[src/rtl/mips_mem_pkg.sv]
// Shared types and defaults for the unified memory arbiter.
package mips_mem_pkg;

    typedef enum logic [1:0] {ST_IDLE, ST_BUSY, ST_RESP} arb_state_e;
    typedef enum logic {OWN_IF, OWN_MEM} owner_e;

    localparam int unsigned MEM_LAT_DEF   = 2;
    localparam int unsigned MAX_BURST_DEF = 4;
    localparam int unsigned CNT_W         = 4;

endpackage

[src/rtl/unified_mem_arbiter_if.sv]
// IF/MEM request buses plus the single-port RAM bus seen by the arbiter.
interface unified_mem_arbiter_if #(
    parameter int unsigned AW = 32,
    parameter int unsigned DW = 32
);
    logic          if_req;
    logic [AW-1:0] if_addr;
    logic          if_ack;
    logic [DW-1:0] if_rdata;
    logic          mem_rd;
    logic          mem_wr;
    logic [AW-1:0] mem_addr;
    logic [DW-1:0] mem_wdata;
    logic          mem_ack;
    logic [DW-1:0] mem_rdata;
    logic          ram_en;
    logic          ram_we;
    logic [AW-1:0] ram_addr;
    logic [DW-1:0] ram_wdata;
    logic [DW-1:0] ram_rdata;
    logic          stall;

    modport slave (
        input  if_req, if_addr, mem_rd, mem_wr, mem_addr, mem_wdata, ram_rdata,
        output if_ack, if_rdata, mem_ack, mem_rdata, ram_en, ram_we, ram_addr, ram_wdata, stall
    );

    modport master (
        output if_req, if_addr, mem_rd, mem_wr, mem_addr, mem_wdata, ram_rdata,
        input  if_ack, if_rdata, mem_ack, mem_rdata, ram_en, ram_we, ram_addr, ram_wdata, stall
    );
endinterface

[src/rtl/arb_lat_counter.sv]
// Loadable down-counter that parks at zero; zero_o marks the last access cycle.
module arb_lat_counter #(
    parameter int unsigned W = 4
) (
    input  logic         clk,
    input  logic         rst_n,
    input  logic         load_i,
    input  logic [W-1:0] load_val_i,
    input  logic         dec_i,
    output logic         zero_o
);
    logic [W-1:0] cnt_q;

    always_ff @(posedge clk or negedge rst_n) begin
        if (!rst_n) begin
            cnt_q <= '0;
        end else if (load_i) begin
            cnt_q <= load_val_i;
        end else if (dec_i && (cnt_q != '0)) begin
            cnt_q <= cnt_q - W'(1);
        end
    end

    assign zero_o = (cnt_q == '0);
endmodule

[src/rtl/unified_mem_arbiter.sv]
// Arbitrates IF fetches and MEM loads/stores onto one single-port RAM with
// a fixed access latency and a burst limit that keeps IF from starving.
module unified_mem_arbiter
    import mips_mem_pkg::*;
#(
    parameter int unsigned AW        = 32,
    parameter int unsigned DW        = 32,
    parameter int unsigned MEM_LAT   = MEM_LAT_DEF,
    parameter int unsigned MAX_BURST = MAX_BURST_DEF
) (
    input logic                  clk,
    input logic                  rst_n,
    unified_mem_arbiter_if.slave bus
);
    arb_state_e       state_q;
    owner_e           owner_q;
    logic [CNT_W-1:0] burst_q;
    logic             ram_en_q, ram_we_q, if_ack_q, mem_ack_q;
    logic [AW-1:0]    ram_addr_q;
    logic [DW-1:0]    ram_wdata_q, if_rdata_q, mem_rdata_q;

    logic mem_req, burst_full, mem_win, if_win, grant, cnt_zero;

    assign mem_req    = bus.mem_rd | bus.mem_wr;
    assign burst_full = (burst_q == CNT_W'(MAX_BURST));
    // MEM has priority until IF has watched MAX_BURST MEM grants go by.
    assign mem_win    = mem_req & ~(bus.if_req & burst_full);
    assign if_win     = ~mem_win & bus.if_req;
    assign grant      = (state_q == ST_IDLE) & (mem_win | if_win);

    arb_lat_counter #(
        .W (CNT_W)
    ) u_lat_cnt (
        .clk        (clk),
        .rst_n      (rst_n),
        .load_i     (grant),
        .load_val_i (CNT_W'(MEM_LAT - 1)),
        .dec_i      (state_q == ST_BUSY),
        .zero_o     (cnt_zero)
    );

    always_ff @(posedge clk or negedge rst_n) begin
        if (!rst_n) begin
            state_q     <= ST_IDLE;
            owner_q     <= OWN_IF;
            burst_q     <= '0;
            ram_en_q    <= 1'b0;
            ram_we_q    <= 1'b0;
            if_ack_q    <= 1'b0;
            mem_ack_q   <= 1'b0;
            ram_addr_q  <= '0;
            ram_wdata_q <= '0;
            if_rdata_q  <= '0;
            mem_rdata_q <= '0;
        end else begin
            if_ack_q  <= 1'b0;
            mem_ack_q <= 1'b0;
            unique case (state_q)
                ST_IDLE: begin
                    if (!bus.if_req || if_win) begin
                        burst_q <= '0;
                    end else if (mem_win && !burst_full) begin
                        burst_q <= burst_q + CNT_W'(1);
                    end
                    if (grant) begin
                        owner_q    <= mem_win ? OWN_MEM : OWN_IF;
                        ram_addr_q <= mem_win ? bus.mem_addr : bus.if_addr;
                        if (mem_win) ram_wdata_q <= bus.mem_wdata;
                        ram_en_q   <= 1'b1;
                        // A simultaneous rd+wr is served as a store.
                        ram_we_q   <= mem_win & bus.mem_wr;
                        state_q    <= ST_BUSY;
                    end
                end
                ST_BUSY: begin
                    if (cnt_zero) begin
                        if (owner_q == OWN_IF) begin
                            if_rdata_q <= bus.ram_rdata;
                            if_ack_q   <= 1'b1;
                        end else begin
                            if (!ram_we_q) mem_rdata_q <= bus.ram_rdata;
                            mem_ack_q <= 1'b1;
                        end
                        ram_en_q <= 1'b0;
                        ram_we_q <= 1'b0;
                        state_q  <= ST_RESP;
                    end
                end
                ST_RESP: state_q <= ST_IDLE;
                default: state_q <= ST_IDLE;
            endcase
        end
    end

    assign bus.if_ack    = if_ack_q;
    assign bus.if_rdata  = if_rdata_q;
    assign bus.mem_ack   = mem_ack_q;
    assign bus.mem_rdata = mem_rdata_q;
    assign bus.ram_en    = ram_en_q;
    assign bus.ram_we    = ram_we_q;
    assign bus.ram_addr  = ram_addr_q;
    assign bus.ram_wdata = ram_wdata_q;
    assign bus.stall     = (bus.if_req & ~if_ack_q) | (mem_req & ~mem_ack_q);
endmodule

[src/flat_wrapper.sv]
// flat-port wrapper written by rule: the top's interface ports become plain ports
module unified_mem_arbiter_flat import mips_mem_pkg::*;
#(
    parameter int unsigned AW        = 32,
    parameter int unsigned DW        = 32,
    parameter int unsigned MEM_LAT   = MEM_LAT_DEF,
    parameter int unsigned MAX_BURST = MAX_BURST_DEF
)
  (clk, rst_n, bus_if_req, bus_if_addr, bus_mem_rd, bus_mem_wr, bus_mem_addr, bus_mem_wdata, bus_ram_rdata, bus_if_ack, bus_if_rdata, bus_mem_ack, bus_mem_rdata, bus_ram_en, bus_ram_we, bus_ram_addr, bus_ram_wdata, bus_stall);
  unified_mem_arbiter_if #(.AW(AW), .DW(DW)) bus_i ();
  input logic clk;
  input logic rst_n;
  input wire logic [$bits(bus_i.if_req)-1:0] bus_if_req;
  input wire logic [$bits(bus_i.if_addr)-1:0] bus_if_addr;
  input wire logic [$bits(bus_i.mem_rd)-1:0] bus_mem_rd;
  input wire logic [$bits(bus_i.mem_wr)-1:0] bus_mem_wr;
  input wire logic [$bits(bus_i.mem_addr)-1:0] bus_mem_addr;
  input wire logic [$bits(bus_i.mem_wdata)-1:0] bus_mem_wdata;
  input wire logic [$bits(bus_i.ram_rdata)-1:0] bus_ram_rdata;
  output wire logic [$bits(bus_i.if_ack)-1:0] bus_if_ack;
  output wire logic [$bits(bus_i.if_rdata)-1:0] bus_if_rdata;
  output wire logic [$bits(bus_i.mem_ack)-1:0] bus_mem_ack;
  output wire logic [$bits(bus_i.mem_rdata)-1:0] bus_mem_rdata;
  output wire logic [$bits(bus_i.ram_en)-1:0] bus_ram_en;
  output wire logic [$bits(bus_i.ram_we)-1:0] bus_ram_we;
  output wire logic [$bits(bus_i.ram_addr)-1:0] bus_ram_addr;
  output wire logic [$bits(bus_i.ram_wdata)-1:0] bus_ram_wdata;
  output wire logic [$bits(bus_i.stall)-1:0] bus_stall;
  assign bus_i.if_req = bus_if_req;
  assign bus_i.if_addr = bus_if_addr;
  assign bus_i.mem_rd = bus_mem_rd;
  assign bus_i.mem_wr = bus_mem_wr;
  assign bus_i.mem_addr = bus_mem_addr;
  assign bus_i.mem_wdata = bus_mem_wdata;
  assign bus_i.ram_rdata = bus_ram_rdata;
  assign bus_if_ack = bus_i.if_ack;
  assign bus_if_rdata = bus_i.if_rdata;
  assign bus_mem_ack = bus_i.mem_ack;
  assign bus_mem_rdata = bus_i.mem_rdata;
  assign bus_ram_en = bus_i.ram_en;
  assign bus_ram_we = bus_i.ram_we;
  assign bus_ram_addr = bus_i.ram_addr;
  assign bus_ram_wdata = bus_i.ram_wdata;
  assign bus_stall = bus_i.stall;
  unified_mem_arbiter #(.AW(AW), .DW(DW), .MEM_LAT(MEM_LAT), .MAX_BURST(MAX_BURST)) u_core (.clk(clk), .rst_n(rst_n), .bus(bus_i));
endmodule
[config.mk]
export PLATFORM = sky130hd
export DESIGN_NAME = unified_mem_arbiter_flat
export DESIGN_NICKNAME = d
export VERILOG_FILES = /design/src/rtl/mips_mem_pkg.sv /design/src/rtl/unified_mem_arbiter_if.sv /design/src/rtl/arb_lat_counter.sv /design/src/rtl/unified_mem_arbiter.sv /design/src/flat_wrapper.sv
export SDC_FILE = /design/constraint.sdc
export NUM_CORES = 1
export LEC_CHECK = 0
export ABC_CLOCK_PERIOD_IN_PS = 2050
export BUFFER_PORTS_ARGS = -buffer_cell sky130_fd_sc_hd__buf_2
export CAP_MARGIN = 20
export CORE_UTILIZATION = 30
export CTS_CLUSTER_DIAMETER = 60
export DETAILED_ROUTE_END_ITERATION = 8
export SLEW_MARGIN = 30
export SYNTH_ARGS = -nofsm -noshare
export SYNTH_HDL_FRONTEND = slang
export SYNTH_SLANG_ARGS = --single-unit
[constraint.sdc]
create_clock -name clk -period 2.05 [get_ports clk]
set_clock_uncertainty 0.15 [all_clocks]
set_input_delay 0.3075 -clock clk [delete_from_list [all_inputs] [get_ports clk]]
set_output_delay 0.3075 -clock clk [all_outputs]
set_load 0.05 [all_outputs]
Word-level counts from Yosys, hierarchy flattened
Index checks and enable logic that the tools add are counted.
- add/sub/neg operators: 2
- equal/unequal tests: 4
- multiplexer cells: 20
- bitwise logic cells: 16
- reductions and logical operators: 18
- operator list (operator ; number):
    $mux W32 ; 1
    $mux W4 ; 4
    $mux W1 ; 10
    $reduce_and A3 Y1 ; 3
    $and A1 B1 Y1 ; 7
    $not A1 Y1 ; 6
    $reduce_and A2 Y1 ; 3
    $reduce_bool A2 Y1 ; 3
    $add A4 B1 Y4 const B ; 1
    $eq A4 B3 Y1 const B ; 1
    $logic_not A4 Y1 ; 1
    $mux W2 ; 2
    $ne A2 B1 Y1 const B ; 2
    $pmux W1 S2 ; 2
    $pmux W2 S2 ; 1
    $reduce_and A4 Y1 ; 1
    $reduce_bool A4 Y1 ; 1
    $sub A4 B1 Y4 const B ; 1
    $or A1 B1 Y1 ; 3
    $eq A2 B1 Y1 const B ; 1
    $logic_and A1 B1 Y1 ; 2
    $logic_not A1 Y1 ; 2
    $logic_not A2 Y1 ; 1
    $logic_or A1 B1 Y1 ; 1
- flip-flop bits (word level): 143
- input bits: 133
- word-level logic and storage cells: 72

Longest topological paths before layout
Gate-level depths: netlist of the first run.
- depth in word-level cells: 10
- mapped depth: 6
- depth with buffers taken out: 5

Hierarchy
From an unflattened synthesis of the first run, not the netlist that was laid out.
- cell total of the unflattened synthesis: 472
- area, all modules: 5968.2 µm²
- by module, submodules not included (module ; times used ; cells an instance ; area each (µm²) ; sequential area each (µm²)):
    unified_mem_arbiter ; 1 ; 445 ; 5698.0 ; 3478.3
    arb_lat_counter ; 1 ; 27 ; 270.3 ; 100.1

Worst setup path before layout of the first run
Ideal clock, no wire load.
- path kind: register to register
- start point: register u_core.u_lat_cnt.cnt_q[0]
- end point: register u_core.mem_rdata_q[10] (netlist: u_core.bus.mem_rdata[10])
- setup time: 0.125 ns
- arrival: 1.634 ns
- data required time: 1.775 ns
- slack: 0.140 ns
- cell stages (with the launch flop): 7
- path through: dfrtp_1 > inv_1 > ha_1 > nand2b_4 > nor4_4 > buf_6 > mux2_4
- longest elaborated chain between the ends: 2
- ends and longest elaborated chain (element ; RTL line ; source):
    start: declaration ; arb_lat_counter.sv:12 ; logic [W-1:0] cnt_q;
    start signal: assignment ; arb_lat_counter.sv:18 ; cnt_q <= load_val_i;
    start signal: assignment ; arb_lat_counter.sv:20 ; cnt_q <= cnt_q - W'(1);
    $logic_not A4 Y1 ; arb_lat_counter.sv:24 ; assign zero_o = (cnt_q == '0);
    $reduce_and A4 Y1 (no source line) ; - ;
    end signal: assignment ; unified_mem_arbiter.sv:81 ; if (!ram_we_q) mem_rdata_q <= bus.ram_rdata;
    end: declaration ; unified_mem_arbiter.sv:20 ; logic [DW-1:0] ram_wdata_q, if_rdata_q, mem_rdata_q;
Every way passes these cells.
A chain may end at the register's enable or synchronous reset.

Worst setup path after layout of the first run
- start point: register u_core.u_lat_cnt.cnt_q[0]
- end point: register u_core.mem_rdata_q[27] (netlist: u_core.bus.mem_rdata[27])
The elaborated chain is that of the path after synthesis.

==> results.yml, run 1 <==
drt:
  drc_errors: 0
  maxUsedRoutingLayer: "met4"
  firstDrtPassIters: 5
  viasPerCell: 4.67
  met3WireLength_um: 1080
  avgRoutedWirePerCell_um: 15.9
  detail-route-antenna-nets: 0
  wl_met2_um: 8590
  wirelength_met1_um: 8070
  wl_um: 18000
  drt_iter0_markers: 202
  vias: 5273
timing:
  post-route-period-util_pct: 95.0
  hold_viol: 0
  drv_slew: 0
  period_needed_ns: 1.95
  fin_ws_ns: 0.102
  slew_headroom_pct: 63.0
  worst_slew_pin_slew_ns: 0.553
  setup_viol: 0
  fmax_mhz: 513
  tns_ns: 0
  rsz0062_at_grt: "false"
clock_tree:
  clock-sinks: 143
  tritoncts: "done"
  cts_root_buffer: "clkbuf_16"
  clock_path_buffers: 2
  clk_latency_ns: 0.42
  htreeDepth: 4
  numCtsBuffers: 17
  clk_pin_slew_ns: 0.07
min_path:
  min_path_cells: 3
  min-delay-path-class: "in2reg"
power_and_ir_drop:
  power_leakage_nw: 4.54
  peakVddDrop_mv: 1.11
  power_switching_share_pct: 49.0
  seqPwrFrac_pct: 27.5
  switching_power_w: 0.00899
  pwr_density_cell_nw_per_um2: 1900
  p_total_w: 0.0183
  p_int_w: 0.00935
  power_frac_clock_pct: 18.2
  comb_power_share_pct: 54.3
critical_path:
  crit_type: "reg2reg"
  crit_chain: "inv_1 -> ha_1 -> nand2b_4 -> nor4_4 -> buf_4 -> buf_6 -> mux2_4"
  r2r_cells: 7
  cp-start-kind: "flop"
  cp_top_family: "buffers and inverters"
  crit_path_top_delay_cell: "dfrtp_1"
  end_kind: "flop"
  path_max_fanout: 16
  slowest_delay_ns: 0.40
  crit_cells: 7
  cp.arrival_ns: 2.09
  required_ns: 2.20
  worstPathBufferInverterCount: 3
layout:
  drive_above_1_share_pct: 48.0
  nFillCells: 1754
  areaGrowthSynthToFinish_pct: 57.7
  antennaDiodeCount: 0
  finalNetCount: 988
synth:
  synth.avg_cell_area_sq_um: 13.0
  synth-seq-cells: 143
  ys_types: 38
  ys_seq_area_share_pct: 58.6
  syn_area_sq_um: 6110
  postSynthCellCount: 469
  yosys_warnings: 0
  syn_nets: 605
run:
  drv_cap: 0
floorplanning:
  io_pins: 266
  die_area_sq_um: 20900
  core-area_sq_um: 19700
  die_width_um: 145
  start_util_pct: 31.0
  fp-row-count: 51
  die_h_um: 145
placed_design:
  port_buffers: 265
  gp_congestion: 0.766
  place_ws_ns: 0.0144
  dp_hpwl_um: 10600
grt:
  overflow: 0
  antenna_found_initial: 0
  grt_pass1_wl_um: 26700
  grt_max_degree: 51
  grt_pass1_vias: 5278
  grt_usage_pct: 16.5
status:
  status: "complete, no violations"
[placed cells by master (no fill, tap or decap), drive strengths merged, types with 5 or more instances in the layout]
master / synthesis / layout
buf: 22 / 287
dfrtp: 143 / 143
dlygate4sd3: 0 / 112
mux2: 96 / 96
o21ai: 41 / 41
nand3: 36 / 36
a21oi: 33 / 33
a31oi: 32 / 32
clkbuf: 15 / 19
inv: 9 / 12
nand2: 5 / 5
[routing by layer]
layer	up-vias	track usage, %
li1	2481	-
met1	2561	20.8
met2	206	27.1
met3	25	4.67
met4	0	5.60
met5	-	0
[metrics by stage]
stage | hold slack [ns] | util (%) | cells | cell area, sq um
floorplan | -0.138 | - | 469 | 6110
global placement | 0.153 | 39.6 | 982 | 7820
detailed placement | 0.148 | 39.6 | 982 | 7820
CTS | 0.000129 | 48.6 | 1126 | 9570
global route | 0.00258 | 48.8 | 1130 | 9630
finish | 0.0122 | 48.8 | 1130 | 9630
[final cells by class]
class	count	area (sq um)	share of cell area [%]
Clock inverter	15	210	2.18
Multi-Input combinational cell	280	2290	23.8
Timing Repair Buffer	401	2760	28.7
Clock buffer	17	425	4.42
Tap cell	265	332	3.44
Inverter	9	33.8	0.351
Sequential cell	143	3580	37.2
[path summary, 6_finish.rpt]
| path | startpoint | end | slack (ns) |
|---|---|---|---|
| setup / recovery | u_core.u_lat_cnt.cnt_q[0] | u_core.bus.mem_rdata[27] | 0.10 |
| hold / removal | bus_if_addr[14] | u_core.bus.ram_addr[14] | 0.01 |
| setup reg to reg | u_core.u_lat_cnt.cnt_q[0] | u_core.bus.mem_rdata[27] | 0.10 |
| hold reg to reg | u_core.bus.if_rdata[20] | u_core.bus.if_rdata[20] | 0.33 |
| max in group asynchronous | rst_n | u_core.bus.ram_wdata[29] | 0.95 |
| min in group asynchronous | rst_n | u_core.bus.if_rdata[4] | 0.26 |
[sequential cells by signal, indices dropped and copies added (netlist names)]
| register | count |
|---|---|
| u_core.bus.mem_ack | 1 |
| u_core.u_lat_cnt.cnt_q | 4 |
| u_core.bus.ram_wdata | 32 |
| u_core.bus.ram_en | 1 |
| u_core.bus.if_rdata | 32 |
| u_core.burst_q | 4 |
| u_core.state_q | 2 |
| u_core.bus.mem_rdata | 32 |
| u_core.bus.ram_we | 1 |
| u_core.owner_q | 1 |
| u_core.bus.if_ack | 1 |
| u_core.bus.ram_addr | 32 |
[timing repair]
item	CTS	global route
setup buffers	0	2
endpoints found under the setup margin	0	59
hold endpoints to repair	170	0
gates resized for setup	0	1
hold buffers	112	0
[cells by family after synthesis]
family / count (synthesis) / synth area share (%)
adder cells (fa/ha/maj): 3 / 0.615
flip-flops: 143 / 58.6
AND/OR/NAND/NOR: 67 / 6.84
multiplexers: 98 / 19.9
AO/OA/AOI/OAI: 112 / 10.1
buffers and inverters: 46 / 3.99
[synthesized netlist by cell type (all sizes together)]
cell / count / area share (%)
dfrtp: 143 / 59
mux2: 96 / 20
o21ai: 41 / 3.4
nand3: 36 / 3.0
a21oi: 33 / 2.7
a31oi: 32 / 3.3
buf: 22 / 2.5
clkbuf: 15 / 0.92
inv: 9 / 0.55
nand2: 5 / 0.31
nand2b: 4 / 0.66
nor3: 4 / 0.33
or3: 4 / 0.41
ha: 3 / 0.61
nor2: 3 / 0.23
mux2i: 2 / 0.33
nand4: 2 / 0.20
nor4: 2 / 0.70
o22ai: 2 / 0.20
or2: 2 / 0.20
a32oi: 1 / 0.14
and2: 1 / 0.10
and4b: 1 / 0.16
nand4b: 1 / 0.25
nor3b: 1 / 0.12
nor4b: 1 / 0.14
o221ai: 1 / 0.14
o31ai: 1 / 0.12
o41ai: 1 / 0.14
[worst register-to-register path, stage by stage, from the launching register on]
cell and delay, ns:
dfrtp_1 0.40, inv_1 0.06, ha_1 0.23, nand2b_4 0.10, nor4_4 0.13, buf_4 0.18
buf_6 0.25, mux2_4 0.33
[power groups by stage]
| stage | sequential [W] | combinational [W] | clock, W |
|---|---|---|---|
| after CTS | 0.00502 | 0.00990 | 0.00344 |
| after global placement | 0.00503 | 0.00964 | 0 |
| after detailed placement | 0.00504 | 0.00973 | 0 |
| after floorplan | 0.00958 | 0.00288 | 0 |
| after global routing | 0.00523 | 0.0105 | 0.00355 |
| final | 0.00504 | 0.00996 | 0.00334 |
Power figures use the tool's default switching activity.
==> run 2, diff against run 1 <==
- CELL_PAD_IN_SITES_DETAIL_PLACEMENT: not set -> 2
- CELL_PAD_IN_SITES_GLOBAL_PLACEMENT: not set -> 2
- CORE_ASPECT_RATIO: not set -> 0.9
- CORE_UTILIZATION: 30 -> 27
- PLACE_DENSITY_LB_ADDON: not set -> 0.1
==> run 2 against run 1 <==
Register-to-register slack barely moved. Via count grew 1.5%. Core utilization is 6.2 points lower. Sequential share of layout area rose by 1.1 points. Cell area decreased by 3.0%. Clock power hardly changed. Critical path type unchanged. Largest cell class unchanged.
==> results.yml, run 2 (same netlist as run 1, synthesis figures left out) <==
status:
  status: "complete, no violations"
layout:
  areaGrowthSynthToFinish_pct: 52.9
  ff_latch_area_sq_um: 3580
  finalNetCount: 962
  final_common_cell: "buf_2"
  final_cell_mix: "buf_2, dfrtp_1, dlygate4sd3_1, mux2_2, o21ai_0"
  drive_above_1_share_pct: 49.7
  antennaDiodeCount: 0
  multiInputGateArea_sq_um: 2290
  nFillCells: 2271
  final_util_pct: 42.7
timing:
  post-route-period-util_pct: 95.6
  worst_slew_pin_slew_ns: 0.423
  setup_viol: 0
  fmax_mhz: 510
  slew_headroom_pct: 71.8
  tns_ns: 0
  hold_viol: 0
  period_needed_ns: 1.96
  fin_ws_ns: 0.0907
  drv_slew: 0
  holdWs_ns: 0.00912
clock_tree:
  numCtsBuffers: 17
  htreeDepth: 4
  clk_pin_slew_ns: 0.07
  clk_latency_ns: 0.42
  clock_path_buffers: 2
  tritoncts: "done"
  clock-sinks: 143
  cts_root_buffer: "clkbuf_16"
critical_path:
  cp_top_family: "buffers and inverters"
  crit_path_top_delay_cell: "dfrtp_1"
  crit_type: "reg2reg"
  path_max_fanout: 16
  cp.arrival_ns: 2.10
  worstPathBufferInverterCount: 3
  crit_chain: "inv_1 -> ha_1 -> nand2b_4 -> nor4_4 -> buf_4 -> buf_6 -> mux2_1"
  startpoint: "u_core.u_lat_cnt.cnt_q[0]"
  slowest_delay_ns: 0.41
  required_ns: 2.19
  cp-start-kind: "flop"
  timing.rr.start: "u_core.u_lat_cnt.cnt_q[0]"
  end_kind: "flop"
floorplanning:
  start_util_pct: 27.9
  die_h_um: 145
  die_width_um: 161
  core-area_sq_um: 21900
  die_area_sq_um: 23200
  fp-row-count: 51
  io_pins: 266
grt:
  overflow: 0
  grt_pass1_vias: 6100
  grt_max_degree: 44
  grt_pass1_wl_um: 33500
  antenna_found_initial: 1
  grt_usage_pct: 18.5
min_path:
  hp-start: "bus_mem_addr[31]"
  min-delay-path-class: "in2reg"
power_and_ir_drop:
  power_leakage_nw: 4.42
  seqPwrFrac_pct: 27.5
  power_frac_clock_pct: 17.9
  p_total_w: 0.0185
  p_int_w: 0.00925
  power_switching_share_pct: 50.1
  comb_power_share_pct: 54.6
  peakVddDrop_mv: 0.778
  pwr_density_cell_nw_per_um2: 1980
  switching_power_w: 0.00928
drt:
  drc_errors: 0
  wl_met2_um: 10800
  detail-route-antenna-nets: 0
  wl_um: 21600
  viasPerCell: 4.73
  wirelength_met1_um: 9100
  avgRoutedWirePerCell_um: 19.1
  vias: 5350
  firstDrtPassIters: 4
  maxUsedRoutingLayer: "met5"
  drt_iter0_markers: 164
  met3WireLength_um: 1270
placed_design:
  dp_hpwl_um: 14200
  gp_congestion: 0.771
  place_ws_ns: 0.0329
  port_buffers: 265
run:
  drv_cap: 0
-- run 2: changes by cell type in the layout (fill, tap and decap cells not counted) --
cell / previous run / this run
buf_12: 7 / 4
dlygate4sd3_1: 112 / 83
clkbuf_8: 0 / 1
clkbuf_1: 0 / 1
clkinvlp_4: 4 / 2
clkinv_4: 3 / 2
bufinv_16: 4 / 3
inv_8: 1 / 2
inv_6: 2 / 3
buf_4: 14 / 20
-- run 2: power by group through the flow --
stage,clock network [W],logic (W),registers [W]
3_3_place_gp,0,0.00977,0.00507
4_1_cts,0.00339,0.0101,0.00511
3_5_place_dp,0,0.00997,0.00514
2_1_floorplan,0,0.00288,0.00958
6_report,0.00331,0.0101,0.00510
5_1_grt,0.00352,0.0106,0.00529
-- run 2: metal layers --
metal	global-route usage [%]	vias up
li1	-	2413
met1	22.4	2719
met2	32.4	188
met3	4.59	28
met4	6.27	2
met5	0	-
-- run 2: layout make-up --
class                           count  share of cell area (%)
Clock buffer                       19                    4.74
Sequential cell                   143                    38.3
Timing Repair Buffer              375                    26.3
Multi-Input combinational cell    280                    24.5
Tap cell                          291                    3.90
Inverter                            9                   0.362
Clock inverter                     13                    1.89
-- run 2: stage by stage --
step,cell area [sq um],std cells
6_report,9340,1130
5_1_grt,9340,1130
4_1_cts,9290,1126
3_5_place_dp,7840,1011
3_3_place_gp,7840,1011
2_1_floorplan,6110,469
-- run 2: path summary, 6_finish.rpt --
path	slack, ns	cells after the start	to
min in group asynchronous	0.23	2	u_core.bus.if_rdata[19]
worst max register to register	0.09	7	u_core.bus.if_rdata[5]
worst min-delay path	0.009	3	u_core.bus.ram_addr[31]
worst min register to register	0.33	1	u_core.bus.if_rdata[31]
max in group asynchronous	0.91	3	u_core.bus.ram_wdata[17]
worst max-delay path	0.09	7	u_core.bus.if_rdata[5]
-- run 2: what timing repair did --
action | in CTS | in global routing
setup buffers | 0 | 2
endpoints found under the setup margin | 0 | 64
hold buffers | 83 | 0
resized for setup | 0 | 1
hold endpoints to repair | 145 | 0
-- run 2: worst min-delay path: stages --
cell and delay (ns):
buf_2 0.10, nand3_1 0.05, a31oi_1 0.07
